--- config.mk ---
export PLATFORM = sky130hd
export DESIGN_NAME = uart_rx_fifo
export DESIGN_NICKNAME = d
export VERILOG_FILES = /design/src/rtl/uart_pkg.sv /design/src/rtl/uart_fifo_core.sv /design/src/rtl/uart_rx_fifo.sv
export SDC_FILE = /design/constraint.sdc
export NUM_CORES = 1
export LEC_CHECK = 0
export ABC_AREA = 1
export CORE_ASPECT_RATIO = 0.6
export CORE_MARGIN = 3
export CORE_UTILIZATION = 23
export DETAILED_ROUTE_END_ITERATION = 8
export GPL_TIMING_DRIVEN = 0
export SLEW_MARGIN = 20
export SYNTH_ARGS = -nofsm -noshare
export SYNTH_HDL_FRONTEND = slang
export SYNTH_SLANG_ARGS = --single-unit
export TNS_END_PERCENT = 30
--- constraint.sdc ---
create_clock -name clk -period 3.6 [get_ports clk]
set_input_delay 0.72 -clock clk [delete_from_list [all_inputs] [get_ports clk]]
set_output_delay 0.72 -clock clk [all_outputs]
set_load 0.1 [all_outputs]
--- src/rtl/uart_pkg.sv ---
// Shared types, default constants and the parity helper for the UART receive path.
package uart_pkg;

    typedef enum logic [2:0] {
        IDLE,
        START,
        DATA,
        PARITY,
        STOP
    } rx_state_e;

    localparam int         CLK_PER_BIT_115200 = 868;
    localparam logic [7:0] CHAR_EMPTY         = 8'h65;
    localparam logic [7:0] CHAR_FULL          = 8'h66;

    // Expected parity bit for a zero-extended data word: even makes the total count of ones even.
    function automatic logic parity_bit(input logic [15:0] data, input logic odd);
        return (^data) ^ odd;
    endfunction

endpackage

--- src/rtl/uart_fifo_core.sv ---
// Synchronous FIFO with occupancy count, full/empty flags and a registered read port.
module uart_fifo_core #(
    parameter int DEPTH  = 16,
    parameter int DATA_W = 8
) (
    input  logic                       clk,
    input  logic                       rst_n,
    input  logic                       wr_en_i,
    input  logic [DATA_W-1:0]          wr_data_i,
    input  logic                       rd_en_i,
    output logic [DATA_W-1:0]          data_o,
    output logic                       full_o,
    output logic                       empty_o,
    output logic [$clog2(DEPTH):0]     count_o,
    output logic                       wr_drop_o
);
    localparam int PTR_W = $clog2(DEPTH);
    localparam int CNT_W = PTR_W + 1;

    logic [DATA_W-1:0] mem_q [DEPTH];
    logic [PTR_W-1:0]  wr_ptr_q;
    logic [PTR_W-1:0]  rd_ptr_q;
    logic [CNT_W-1:0]  count_q;
    logic [DATA_W-1:0] data_q;
    logic              do_wr;
    logic              do_rd;

    assign full_o    = (count_q == CNT_W'(DEPTH));
    assign empty_o   = (count_q == '0);
    assign count_o   = count_q;
    assign data_o    = data_q;
    assign do_rd     = rd_en_i && !empty_o;
    // A write into a full FIFO survives only when a pop frees the head slot on the same edge.
    assign do_wr     = wr_en_i && (!full_o || do_rd);
    assign wr_drop_o = wr_en_i && !do_wr;

    always_ff @(posedge clk) begin
        if (do_wr) begin
            mem_q[wr_ptr_q] <= wr_data_i;
        end
    end

    always_ff @(posedge clk or negedge rst_n) begin
        if (!rst_n) begin
            wr_ptr_q <= '0;
            rd_ptr_q <= '0;
            count_q  <= '0;
            data_q   <= '0;
        end else begin
            if (do_wr) begin
                wr_ptr_q <= wr_ptr_q + 1'b1;
            end
            if (do_rd) begin
                rd_ptr_q <= rd_ptr_q + 1'b1;
                data_q   <= mem_q[rd_ptr_q];
            end
            case ({do_wr, do_rd})
                2'b10:   count_q <= count_q + 1'b1;
                2'b01:   count_q <= count_q - 1'b1;
                default: count_q <= count_q;
            endcase
        end
    end

endmodule

--- src/rtl/uart_rx_fifo.sv ---
// Mid-bit sampling UART receiver with optional parity, sticky error flags and a boot marker,
// feeding a host-readable FIFO.
module uart_rx_fifo
    import uart_pkg::*;
#(
    parameter int         CLK_PER_BIT = CLK_PER_BIT_115200,
    parameter int         DATA_W      = 8,
    parameter int         DEPTH       = 16,
    parameter int         PARITY_EN   = 0,
    parameter int         PARITY_ODD  = 0,
    parameter int         BOOT_EN     = 1,
    parameter logic [7:0] BOOT_CHAR   = CHAR_EMPTY
) (
    input  logic                   clk,
    input  logic                   rst,
    input  logic                   rx_serial,
    input  logic                   rd_en_i,
    output logic [DATA_W-1:0]      data_o,
    output logic                   full_o,
    output logic                   empty_o,
    output logic [$clog2(DEPTH):0] count_o,
    output logic                   frame_err_o,
    output logic                   parity_err_o,
    output logic                   overrun_o,
    input  logic                   clr_err_i
);
    localparam int                CNT_W    = $clog2(CLK_PER_BIT);
    localparam int                BIT_W    = $clog2(DATA_W + 1);
    localparam logic [CNT_W-1:0]  CNT_LAST = CNT_W'(CLK_PER_BIT - 1);
    localparam logic [CNT_W-1:0]  CNT_HALF = CNT_W'(CLK_PER_BIT / 2 - 1);
    localparam logic [BIT_W-1:0]  BIT_LAST = BIT_W'(DATA_W - 1);
    localparam logic [DATA_W-1:0] BOOT_W   = DATA_W'(BOOT_CHAR);

    rx_state_e         state_q;
    logic              sync1_q;
    logic              sync2_q;
    logic              prev_q;
    logic [CNT_W-1:0]  cnt_q;
    logic [BIT_W-1:0]  bit_q;
    logic [DATA_W-1:0] shift_q;
    logic              bad_q;
    logic              wr_q;
    logic              boot_q;
    logic              frame_err_q;
    logic              parity_err_q;
    logic              overrun_q;
    logic              fifo_wr_d;
    logic [DATA_W-1:0] fifo_data_d;
    logic              fifo_drop;

    assign fifo_wr_d    = wr_q || boot_q;
    assign fifo_data_d  = boot_q ? BOOT_W : shift_q;
    assign frame_err_o  = frame_err_q;
    assign parity_err_o = parity_err_q;
    assign overrun_o    = overrun_q;

    always_ff @(posedge clk or negedge rst) begin
        if (!rst) begin
            sync1_q      <= 1'b1;
            sync2_q      <= 1'b1;
            prev_q       <= 1'b1;
            state_q      <= IDLE;
            cnt_q        <= '0;
            bit_q        <= '0;
            shift_q      <= '0;
            bad_q        <= 1'b0;
            wr_q         <= 1'b0;
            boot_q       <= (BOOT_EN != 0);
            frame_err_q  <= 1'b0;
            parity_err_q <= 1'b0;
            overrun_q    <= 1'b0;
        end else begin
            sync1_q <= rx_serial;
            sync2_q <= sync1_q;
            prev_q  <= sync2_q;
            wr_q    <= 1'b0;
            boot_q  <= 1'b0;

            // Clear first so that any set below in the same cycle takes precedence.
            if (clr_err_i) begin
                frame_err_q  <= 1'b0;
                parity_err_q <= 1'b0;
                overrun_q    <= 1'b0;
            end
            if (fifo_drop) begin
                overrun_q <= 1'b1;
            end

            case (state_q)
                IDLE: begin
                    if (prev_q && !sync2_q) begin
                        state_q <= START;
                        cnt_q   <= '0;
                    end
                end
                START: begin
                    if (cnt_q == CNT_HALF) begin
                        cnt_q <= '0;
                        bit_q <= '0;
                        bad_q <= 1'b0;
                        state_q <= sync2_q ? IDLE : DATA;
                    end else begin
                        cnt_q <= cnt_q + 1'b1;
                    end
                end
                DATA: begin
                    if (cnt_q == CNT_LAST) begin
                        cnt_q   <= '0;
                        shift_q <= {sync2_q, shift_q[DATA_W-1:1]};
                        bit_q   <= bit_q + 1'b1;
                        if (bit_q == BIT_LAST) begin
                            state_q <= (PARITY_EN != 0) ? PARITY : STOP;
                        end
                    end else begin
                        cnt_q <= cnt_q + 1'b1;
                    end
                end
                PARITY: begin
                    if (cnt_q == CNT_LAST) begin
                        cnt_q   <= '0;
                        bad_q   <= (sync2_q != parity_bit(16'(shift_q), (PARITY_ODD != 0)));
                        state_q <= STOP;
                    end else begin
                        cnt_q <= cnt_q + 1'b1;
                    end
                end
                STOP: begin
                    if (cnt_q == CNT_LAST) begin
                        cnt_q   <= '0;
                        state_q <= IDLE;
                        if (!sync2_q) begin
                            frame_err_q <= 1'b1;
                        end else if (bad_q) begin
                            parity_err_q <= 1'b1;
                        end else begin
                            wr_q <= 1'b1;
                        end
                    end else begin
                        cnt_q <= cnt_q + 1'b1;
                    end
                end
                default: state_q <= IDLE;
            endcase
        end
    end

    uart_fifo_core #(
        .DEPTH  (DEPTH),
        .DATA_W (DATA_W)
    ) u_fifo (
        .clk       (clk),
        .rst_n     (rst),
        .wr_en_i   (fifo_wr_d),
        .wr_data_i (fifo_data_d),
        .rd_en_i   (rd_en_i),
        .data_o    (data_o),
        .full_o    (full_o),
        .empty_o   (empty_o),
        .count_o   (count_o),
        .wr_drop_o (fifo_drop)
    );

endmodule

==> results.py, run 1 <==
metrics = {
    "status": {
        "status": "completed",
    },
    "die": {
        "die_h_um": 154,
        "dieArea_mm2": 0.0387,
        "ios": 23,
        "start_util": 0.236,
        "rows": 53,
        "dieWidth_um": 252,
        "core_region_area_mm2": 0.0354,
    },
    "placement": {
        "place_congestion": 0.899,
        "place_ws_ps": 536,
        "hpwl_um": 14700,
        "port_buffers": 22,
        "placed_cells": 1362,
    },
    "final_layout": {
        "nets": 932,
        "multi_input_area_mm2": 0.00269,
        "final_util": 0.278,
        "seq_area_mm2": 0.00523,
        "layout-drive-gt1-share": 0.108,
        "finalNonFillerCells": 1394,
        "antenna_cells": 0,
        "syn2layout_area_growth_pct": 17.6,
        "fillers": 3713,
    },
    "power_and_ir_drop": {
        "p_clk_frac": 0.250,
        "power_density_mw_per_mm2": 792,
        "ir_drop_v": 0.000422,
        "switching_power_mw": 3.41,
        "comb_power_share": 0.401,
        "leakage_nw": 4.12,
        "internal_power_mw": 4.37,
        "seqPwrFrac": 0.349,
        "p_sw_frac": 0.438,
    },
    "clock_network": {
        "cts_buffers": 17,
        "cts_buffer_depth": 2,
        "post_cts_buffers": 0,
        "cts_tree": "yes",
        "cts_root_buf": "clkbuf_16",
        "htree_levels": 4,
        "cts_resized": 0,
        "clkTransAtPathRegs_ps": 80,
        "numClockSinks": 183,
        "clk_latency_ps": 450,
        "ctsHoldBuffers": 0,
    },
    "routing": {
        "drt-initial-drc-count": 807,
        "wl_um": 21000,
        "wl_per_cell_um": 15.1,
        "drc_errors": 0,
        "ant_nets": 0,
        "avgViaCountPerCell": 4.28,
        "firstDrtPassIters": 6,
        "via_count": 5973,
    },
    "synthesis": {
        "synth_ff_type": "edfxtp_1",
        "synth_cells": 871,
        "seq_area_frac_synth": 0.625,
        "synth_cell_types": 45,
        "netlist_area_mm2": 0.00836,
        "synth_seq_cells": 183,
        "yosys_warnings": 0,
        "synth_edf_count": 128,
        "async_reset_ff_frac": 0.301,
        "synth_nets": 889,
        "synth.avg_cell_area_um2": 9.60,
    },
    "setup_path": {
        "crit_path_end_kind": "output pin",
        "timing.rr.start": "u_fifo.count_o[1]",
        "reg2regPathDepth": 15,
        "worstSetupPathType": "reg -> out",
        "arrival_ps": 2480,
        "critPathMaxStageDelay_ps": 1150,
        "critPathSlowestCell": "clkdlybuf4s50_1",
        "path_cells": "nor2_1 > nand2_1 > nor2_2 > clkdlybuf4s50_1",
        "startpoint": "u_fifo.count_o[1]",
        "r2r_end": "u_fifo.count_o[4]",
        "cp.required_ps": 2880,
        "r2r_setup_slack_ps": 850,
        "crit_end": "full_o",
        "setup.worst_path.start_class": "register",
        "cp_max_fo": 5,
    },
    "sta": {
        "max_slew_margin": 0.325,
        "drv_slew": 0,
        "tns_ps": 0,
        "period_share": 0.888,
        "finalClockSkew_ps": 15.7,
        "fmax_mhz": 313,
        "worst_slack_ps": 404,
        "rsz0062_at_grt": "no",
        "setup_viol": 0,
        "finalHoldViolations": 0,
        "period_needed_ps": 3200,
        "worst_pin_slew_ps": 1010,
    },
    "hold_path": {
        "hold_path_class": "in -> async",
    },
    "run": {
        "maxCapViolCount": 0,
    },
    "global_route": {
        "grt_pass1_vias": 5535,
        "grt_max_degree": 45,
        "overflow": 0,
        "grt_use_total": 0.111,
        "grt_pass1_wl_um": 32700,
        "antenna_found_initial": 1,
    },
}
## cell type report
class | count | area share
Timing Repair Buffer | 24 | 0.0265
Clock inverter | 15 | 0.0188
Sequential cell | 183 | 0.532
Clock buffer | 17 | 0.0433
Tap cell | 467 | 0.0594
Buffer | 27 | 0.0151
Inverter | 83 | 0.0317
Multi-Input combinational cell | 578 | 0.274
## metrics by stage
step / power (mW) / cell area [µm²] / hold slack, ps
after global placement: 5.82 / 9170 / 347
final: 7.78 / 9830 / 116
after CTS: 7.80 / 9830 / 104
after floorplan: 4.95 / 8360 / 345
after global routing: 8.24 / 9830 / 107
after detailed placement: 5.86 / 9220 / 348
## registers in the layout (all words and copies together), names as in the netlist
name	count
bad_q	1
bit_q	4
boot_q	1
cnt_q	10
frame_err_o	1
overrun_o	1
parity_err_o	1
prev_q	1
shift_q	8
state_q	3
sync1_q	1
sync2_q	1
u_fifo.count_o	5
u_fifo.data_o	8
u_fifo.mem_q	128
u_fifo.rd_ptr_q	4
u_fifo.wr_ptr_q	4
wr_q	1
## cells in the mapped netlist, types with 2 or more instances
cell type	number	area share
nor2_1	69	0.031
xor2_1	13	0.014
a21oi_1	2	0.0012
buf_2	17	0.010
inv_2	11	0.0049
clkinv_1	2	0.00090
or2_2	2	0.0015
clkbuf_1	3	0.0013
nand2_4	3	0.0040
nand3b_1	2	0.0018
nand4_1	5	0.0037
xnor2_1	2	0.0021
o21ai_1	8	0.0048
nand2_2	6	0.0045
nand3_1	85	0.051
buf_4	5	0.0045
ha_1	12	0.018
dfrtp_1	51	0.15
nand2_1	326	0.15
o21ai_0	19	0.011
edfxtp_1	128	0.46
nor2_4	2	0.0027
dfstp_2	4	0.013
nor2_2	3	0.0022
nor3_1	2	0.0012
inv_1	70	0.031
## worst min-delay path by stage
| stage | start | to | slack [ps] | cells past startpoint |
|---|---|---|---|---|
| finish | rst | cnt_q[4] | 120 | 1 |
| global route | rst | cnt_q[4] | 110 | 1 |
| CTS | rst | cnt_q[4] | 100 | 1 |
| detailed placement | sync1_q | sync2_q | 350 | 0 |
| global placement | sync1_q | sync2_q | 350 | 0 |
| floorplan | sync1_q | sync2_q | 350 | 0 |
## critical path, delay by kind of cell, from the launching register on
kind                   cells  cell delay (ps)
buffers and inverters      1             1150
DFF                        1              460
and+or+nand+nor            3              420
## placed cells by master (no fill, tap or decap), drive strengths merged
master / netlist / layout
dfstp: 4 / 4
a21boi: 2 / 2
nand3: 86 / 86
or2: 4 / 4
o21ai: 28 / 28
clkinv: 2 / 8
a32o: 1 / 1
edfxtp: 128 / 128
nand3b: 3 / 3
ha: 12 / 12
xnor2: 2 / 2
a22o: 1 / 1
buf: 24 / 27
conb: 1 / 1
o22ai: 1 / 1
a31oi: 1 / 1
nand2: 335 / 335
clkbuf: 3 / 20
clkinvlp: 0 / 2
nor3: 4 / 4
nor2: 74 / 74
xor2: 13 / 13
nand4: 5 / 5
clkdlybuf4s50: 0 / 21
dfrtp: 51 / 51
fa: 1 / 1
bufinv: 0 / 1
nor4: 1 / 1
inv: 81 / 87
a21oi: 3 / 3
## cells by family after synthesis
kind of cell | count (synthesis) | synth area share
AND/OR/NAND/NOR | 512 | 0.258
flip-flops | 183 | 0.625
XOR/XNOR | 15 | 0.0157
other | 1 | 0.000449
adder cells (fa/ha/maj) | 13 | 0.0204
buffers and inverters | 110 | 0.0551
AO/OA/AOI/OAI | 37 | 0.0254
## layer usage
layer | GRT usage | routed length (µm) | up-vias
li1 | - | - | 2912
met4 | 0.0266 | 191 | 0
met2 | 0.138 | 7890 | 203
met1 | 0.184 | 11000 | 2839
met5 | 0 | 0 | -
met3 | 0.0308 | 1910 | 19
## power groups by stage
stage               clock network [mW]  logic [mW]  registers, mW
floorplan                            0        1.71           3.24
detailed placement                   0        3.10           2.76
CTS                               1.97        3.11           2.72
finish                            1.94        3.12           2.72
global route                      2.05        3.43           2.76
global placement                     0        3.06           2.76
Power figures use the tool's default switching activity.
==> run 2, diff against run 1 <==
Settings changed: CORE_UTILIZATION 23 to 30.
==> results.py, run 2 (synthesis gave the netlist of run 1 again) <==
metrics = {
    "routing": {
        "firstDrtPassIters": 5,
        "avgViaCountPerCell": 4.56,
        "ant_nets": 0,
        "drt-initial-drc-count": 624,
        "wl_per_cell_um": 15.6,
        "drc_errors": 0,
        "wl_um": 20100,
        "via_count": 5874,
    },
    "setup_path": {
        "cp_max_fo": 5,
        "setup.worst_path.start_class": "register",
        "cp.required_ps": 2880,
        "timing.rr.start": "u_fifo.count_o[1]",
        "crit_path_end_kind": "output pin",
        "startpoint": "u_fifo.count_o[1]",
        "arrival_ps": 2420,
        "worstSetupPathType": "reg -> out",
    },
    "clock_network": {
        "numClockSinks": 183,
        "cts_tree": "yes",
        "ctsHoldBuffers": 0,
        "cts_buffer_depth": 2,
        "htree_levels": 4,
        "clkTransAtPathRegs_ps": 60,
        "cts_buffers": 17,
        "cts_root_buf": "clkbuf_16",
        "clk_latency_ps": 440,
        "post_cts_buffers": 0,
        "cts_resized": 0,
    },
    "placement": {
        "placed_cells": 1256,
        "place_congestion": 0.891,
        "hpwl_um": 14200,
        "port_buffers": 22,
    },
    "sta": {
        "setup_viol": 0,
        "max_slew_margin": 0.340,
        "drv_slew": 0,
        "rsz0062_at_grt": "no",
        "period_needed_ps": 3140,
        "finalClockSkew_ps": 12.2,
        "tns_ps": 0,
        "finalHoldViolations": 0,
        "worst_pin_slew_ps": 988,
        "period_share": 0.871,
        "fmax_mhz": 319,
    },
    "hold_path": {
        "hold_path_class": "in -> async",
    },
    "power_and_ir_drop": {
        "finalPower_mw": 7.56,
        "power_density_mw_per_mm2": 786,
        "leakage_nw": 4.09,
        "ir_drop_v": 0.000556,
    },
    "die": {
        "ios": 23,
        "die_h_um": 135,
        "core_region_area_mm2": 0.0269,
        "start_util": 0.310,
        "dieArea_mm2": 0.0300,
        "dieWidth_um": 222,
        "rows": 46,
    },
    "global_route": {
        "grt_use_total": 0.141,
        "antenna_found_initial": 0,
        "grt_pass1_wl_um": 31900,
        "overflow": 0,
        "grt_pass1_vias": 5584,
        "grt_max_degree": 44,
    },
    "final_layout": {
        "antenna_cells": 0,
        "layout-drive-gt1-share": 0.0981,
        "nets": 933,
        "final_util": 0.357,
        "final_common_cell": "nand2_1",
        "finalNonFillerCells": 1288,
        "top_register": "u_fifo.mem_q",
        "largest_reg_flops": 128,
        "largestRegisters": "u_fifo.mem_q (128), cnt_q (10)",
        "final_cell_mix": "nand2_1, edfxtp_1, nand3_1, inv_1, nor2_1",
        "syn2layout_area_growth_pct": 15.1,
    },
    "status": {
        "status": "completed",
    },
    "run": {
        "maxCapViolCount": 0,
    },
}
[run 2: worst paths after layout]
kind / end / slack, ps / depth (start not counted)
worst max-delay path: full_o / 460 / 4
worst min-delay path: bit_q[2] / 130 / 1
worst max register to register: u_fifo.count_o[4] / 910 / 15
worst min register to register: sync2_q / 360 / 0
max in group asynchronous: boot_q / 2940 / 2
min in group clk: sync2_q / 360 / 0
[run 2: layout make-up]
class,instances,area (µm²)
fillers,2715,17300
flip-flops and latches,183,5230
multi-input cells,578,2690
clock buffers,27,473
well taps,360,450
inverters,83,312
repair buffers,25,275
plain buffers,27,149
clock inverters,5,51.3
[run 2: report_power, final]
part	leakage, nW	internal [mW]	switching, mW
clock	0.251	0.967	0.750
sequential	1.88	2.54	0.184
combinational	1.96	0.841	2.28
total	4.09	4.35	3.21
[run 2: layer usage]
| metal | GRT usage | wire (µm) |
|---|---|---|
| met1 | 0.221 | 10600 |
| met2 | 0.179 | 7380 |
| met3 | 0.0520 | 1900 |
| met4 | 0.0359 | 215 |
| met5 | 0 | 0 |
[run 2: critical path, stage by stage, from the launching register on]
cell and delay (ps):
dfrtp_1 450, nor2_1 120, nand2_1 120, nor2_2 150, clkdlybuf4s50_1 1150
[run 2: metrics by stage]
| step | setup WS [ps] | hold WS [ps] | instance area [µm²] |
|---|---|---|---|
| detailed placement | 539 | 347 | 9100 |
| global route | 334 | 112 | 9620 |
| finish | 465 | 131 | 9620 |
| floorplan | 201 | 345 | 8360 |
| CTS | 404 | 109 | 9620 |
| global placement | -16.1 | 347 | 9030 |
==> run 3, diff against run 2 <==
Settings changed: CTS_BUF_LIST set to sky130_fd_sc_hd__clkbuf_2, DONT_BUFFER_PORTS set to 1.
==> results.py, run 3 (synthesis gave the netlist of run 1 again) <==
metrics = {
    "final_layout": {
        "nets": 915,
        "antenna_cells": 0,
        "largest_reg_flops": 128,
        "largestRegisters": "u_fifo.mem_q (128), cnt_q (10)",
        "final_cell_mix": "nand2_1, edfxtp_1, nand3_1, inv_1, nor2_1",
        "top_register": "u_fifo.mem_q",
        "final_util": 0.340,
        "layout-drive-gt1-share": 0.114,
        "final_common_cell": "nand2_1",
        "final_area_mm2": 0.00915,
        "syn2layout_area_growth_pct": 9.44,
        "fillers": 2756,
    },
    "die": {
        "die_h_um": 135,
        "dieArea_mm2": 0.0300,
        "dieWidth_um": 222,
        "ios": 23,
        "core_region_area_mm2": 0.0269,
        "rows": 46,
        "start_util": 0.310,
    },
    "setup_path": {
        "crit_path_end_kind": "output pin",
        "cp_max_fo": 5,
        "cp.required_ps": 2880,
        "reg2regPathDepth": 13,
        "arrival_ps": 2650,
        "setup.worst_path.start_class": "register",
        "worstSetupPathType": "reg -> out",
    },
    "sta": {
        "period_share": 0.936,
        "period_needed_ps": 3370,
        "tns_ps": 0,
        "setup_viol": 0,
        "fmax_mhz": 297,
        "worst_pin_slew_ps": 1050,
        "rsz0062_at_grt": "no",
        "worst_slack_ps": 232,
        "max_slew_margin": 0.298,
        "finalClockSkew_ps": 43.2,
        "finalHoldViolations": 0,
        "drv_slew": 0,
    },
    "power_and_ir_drop": {
        "power_density_mw_per_mm2": 741,
        "p_sw_frac": 0.472,
        "internal_power_mw": 3.58,
        "finalPower_mw": 6.78,
        "switching_power_mw": 3.20,
        "seqPwrFrac": 0.481,
        "p_clk_frac": 0.152,
        "ir_drop_v": 0.000364,
        "comb_power_share": 0.367,
        "leakage_nw": 3.90,
    },
    "routing": {
        "drc_errors": 0,
        "wl_um": 20500,
        "wl_per_cell_um": 16.2,
        "firstDrtPassIters": 5,
        "drt-initial-drc-count": 695,
        "ant_nets": 0,
        "via_count": 5850,
        "avgViaCountPerCell": 4.61,
    },
    "run": {
        "maxCapViolCount": 0,
    },
    "global_route": {
        "grt_use_total": 0.142,
        "grt_max_degree": 56,
        "antenna_found_initial": 0,
        "grt_pass1_wl_um": 32300,
        "grt_pass1_vias": 5551,
        "overflow": 0,
    },
    "clock_network": {
        "numClockSinks": 183,
        "htree_levels": 4,
        "cts_buffers": 17,
        "cts_buffer_depth": 2,
        "clk_latency_ps": 780,
        "cts_root_buf": "clkbuf_2",
        "cts_tree": "yes",
        "clkTransAtPathRegs_ps": 270,
    },
    "placement": {
        "hpwl_um": 14600,
        "port_buffers": 0,
        "place_ws_ps": -94.9,
        "dpl-instance-area_mm2": 0.00884,
        "place_congestion": 0.932,
    },
    "hold_path": {
        "hold_depth": 3,
        "hold_path_class": "in -> reg",
    },
    "status": {
        "status": "completed",
    },
}
run 3: cell types whose count changed in the layout (fill, tap and decap cells not counted), sizes merged, moves of 2 or more:
| cell | before | now |
|---|---|---|
| clkdlybuf4s50 | 21 | 0 |
| inv | 81 | 83 |
| clkbuf | 30 | 21 |
| clkinv | 5 | 10 |
| dlygate4sd3 | 0 | 2 |
run 3: path summary, 6_finish.rpt:
| check | start | endpoint | slack (ps) |
|---|---|---|---|
| min | rd_en_i | u_fifo.data_o[5] | 100 |
| max in group asynchronous | rst | boot_q | 2860 |
| min in group asynchronous | rst | u_fifo.data_o[5] | 450 |
| max | u_fifo.count_o[4] | full_o | 230 |
| min reg2reg | sync1_q | sync2_q | 380 |
| max reg2reg | u_fifo.count_o[4] | u_fifo.count_o[4] | 270 |
run 3: area by class of cell:
class	count	area (µm²)	share of cell area
inverters	83	312	0.0341
clock inverters	14	133	0.0145
clock buffers	18	90.1	0.00985
repair buffers	7	81.3	0.00889
multi-input cells	578	2700	0.295
flip-flops and latches	183	5240	0.572
well taps	360	450	0.0492
plain buffers	27	149	0.0163
run 3: power by group through the flow:
stage                     combinational (mW)  sequential (mW)  clock, mW
after floorplan                         1.71             3.24          0
after global placement                  2.37             3.29          0
after detailed placement                2.40             3.29          0
after CTS                               2.42             3.25       1.05
after global routing                    2.78             3.30       1.13
final                                   2.49             3.26       1.03
run 3: routing by layer:
layer | share of wire | track usage | up-vias
li1 | - | - | 2863
met1 | 0.53 | 0.225 | 2765
met2 | 0.36 | 0.172 | 206
met3 | 0.11 | 0.0561 | 16
met4 | 0.0085 | 0.0369 | 0
met5 | 0 | 0 | -
run 3: repair_timing:
action	CTS	global route
gates resized for setup	2	8
endpoints found under the hold margin	56	0
setup buffers	0	3
hold buffers	3	0
pin swaps	0	2
endpoints found under the setup margin	3	4
run 3: per-stage QoR:
stage	instances	hold slack (ps)
2_1_floorplan	871	345
3_3_place_gp	1231	347
3_5_place_dp	1232	350
4_1_cts	1267	7.43
5_1_grt	1270	14.2
6_report	1270	104
run 3: worst max-delay path: stages, from the launching register on:
cell	delay (ps)
dfrtp_1	1100
inv_1	180
nor2_4	580
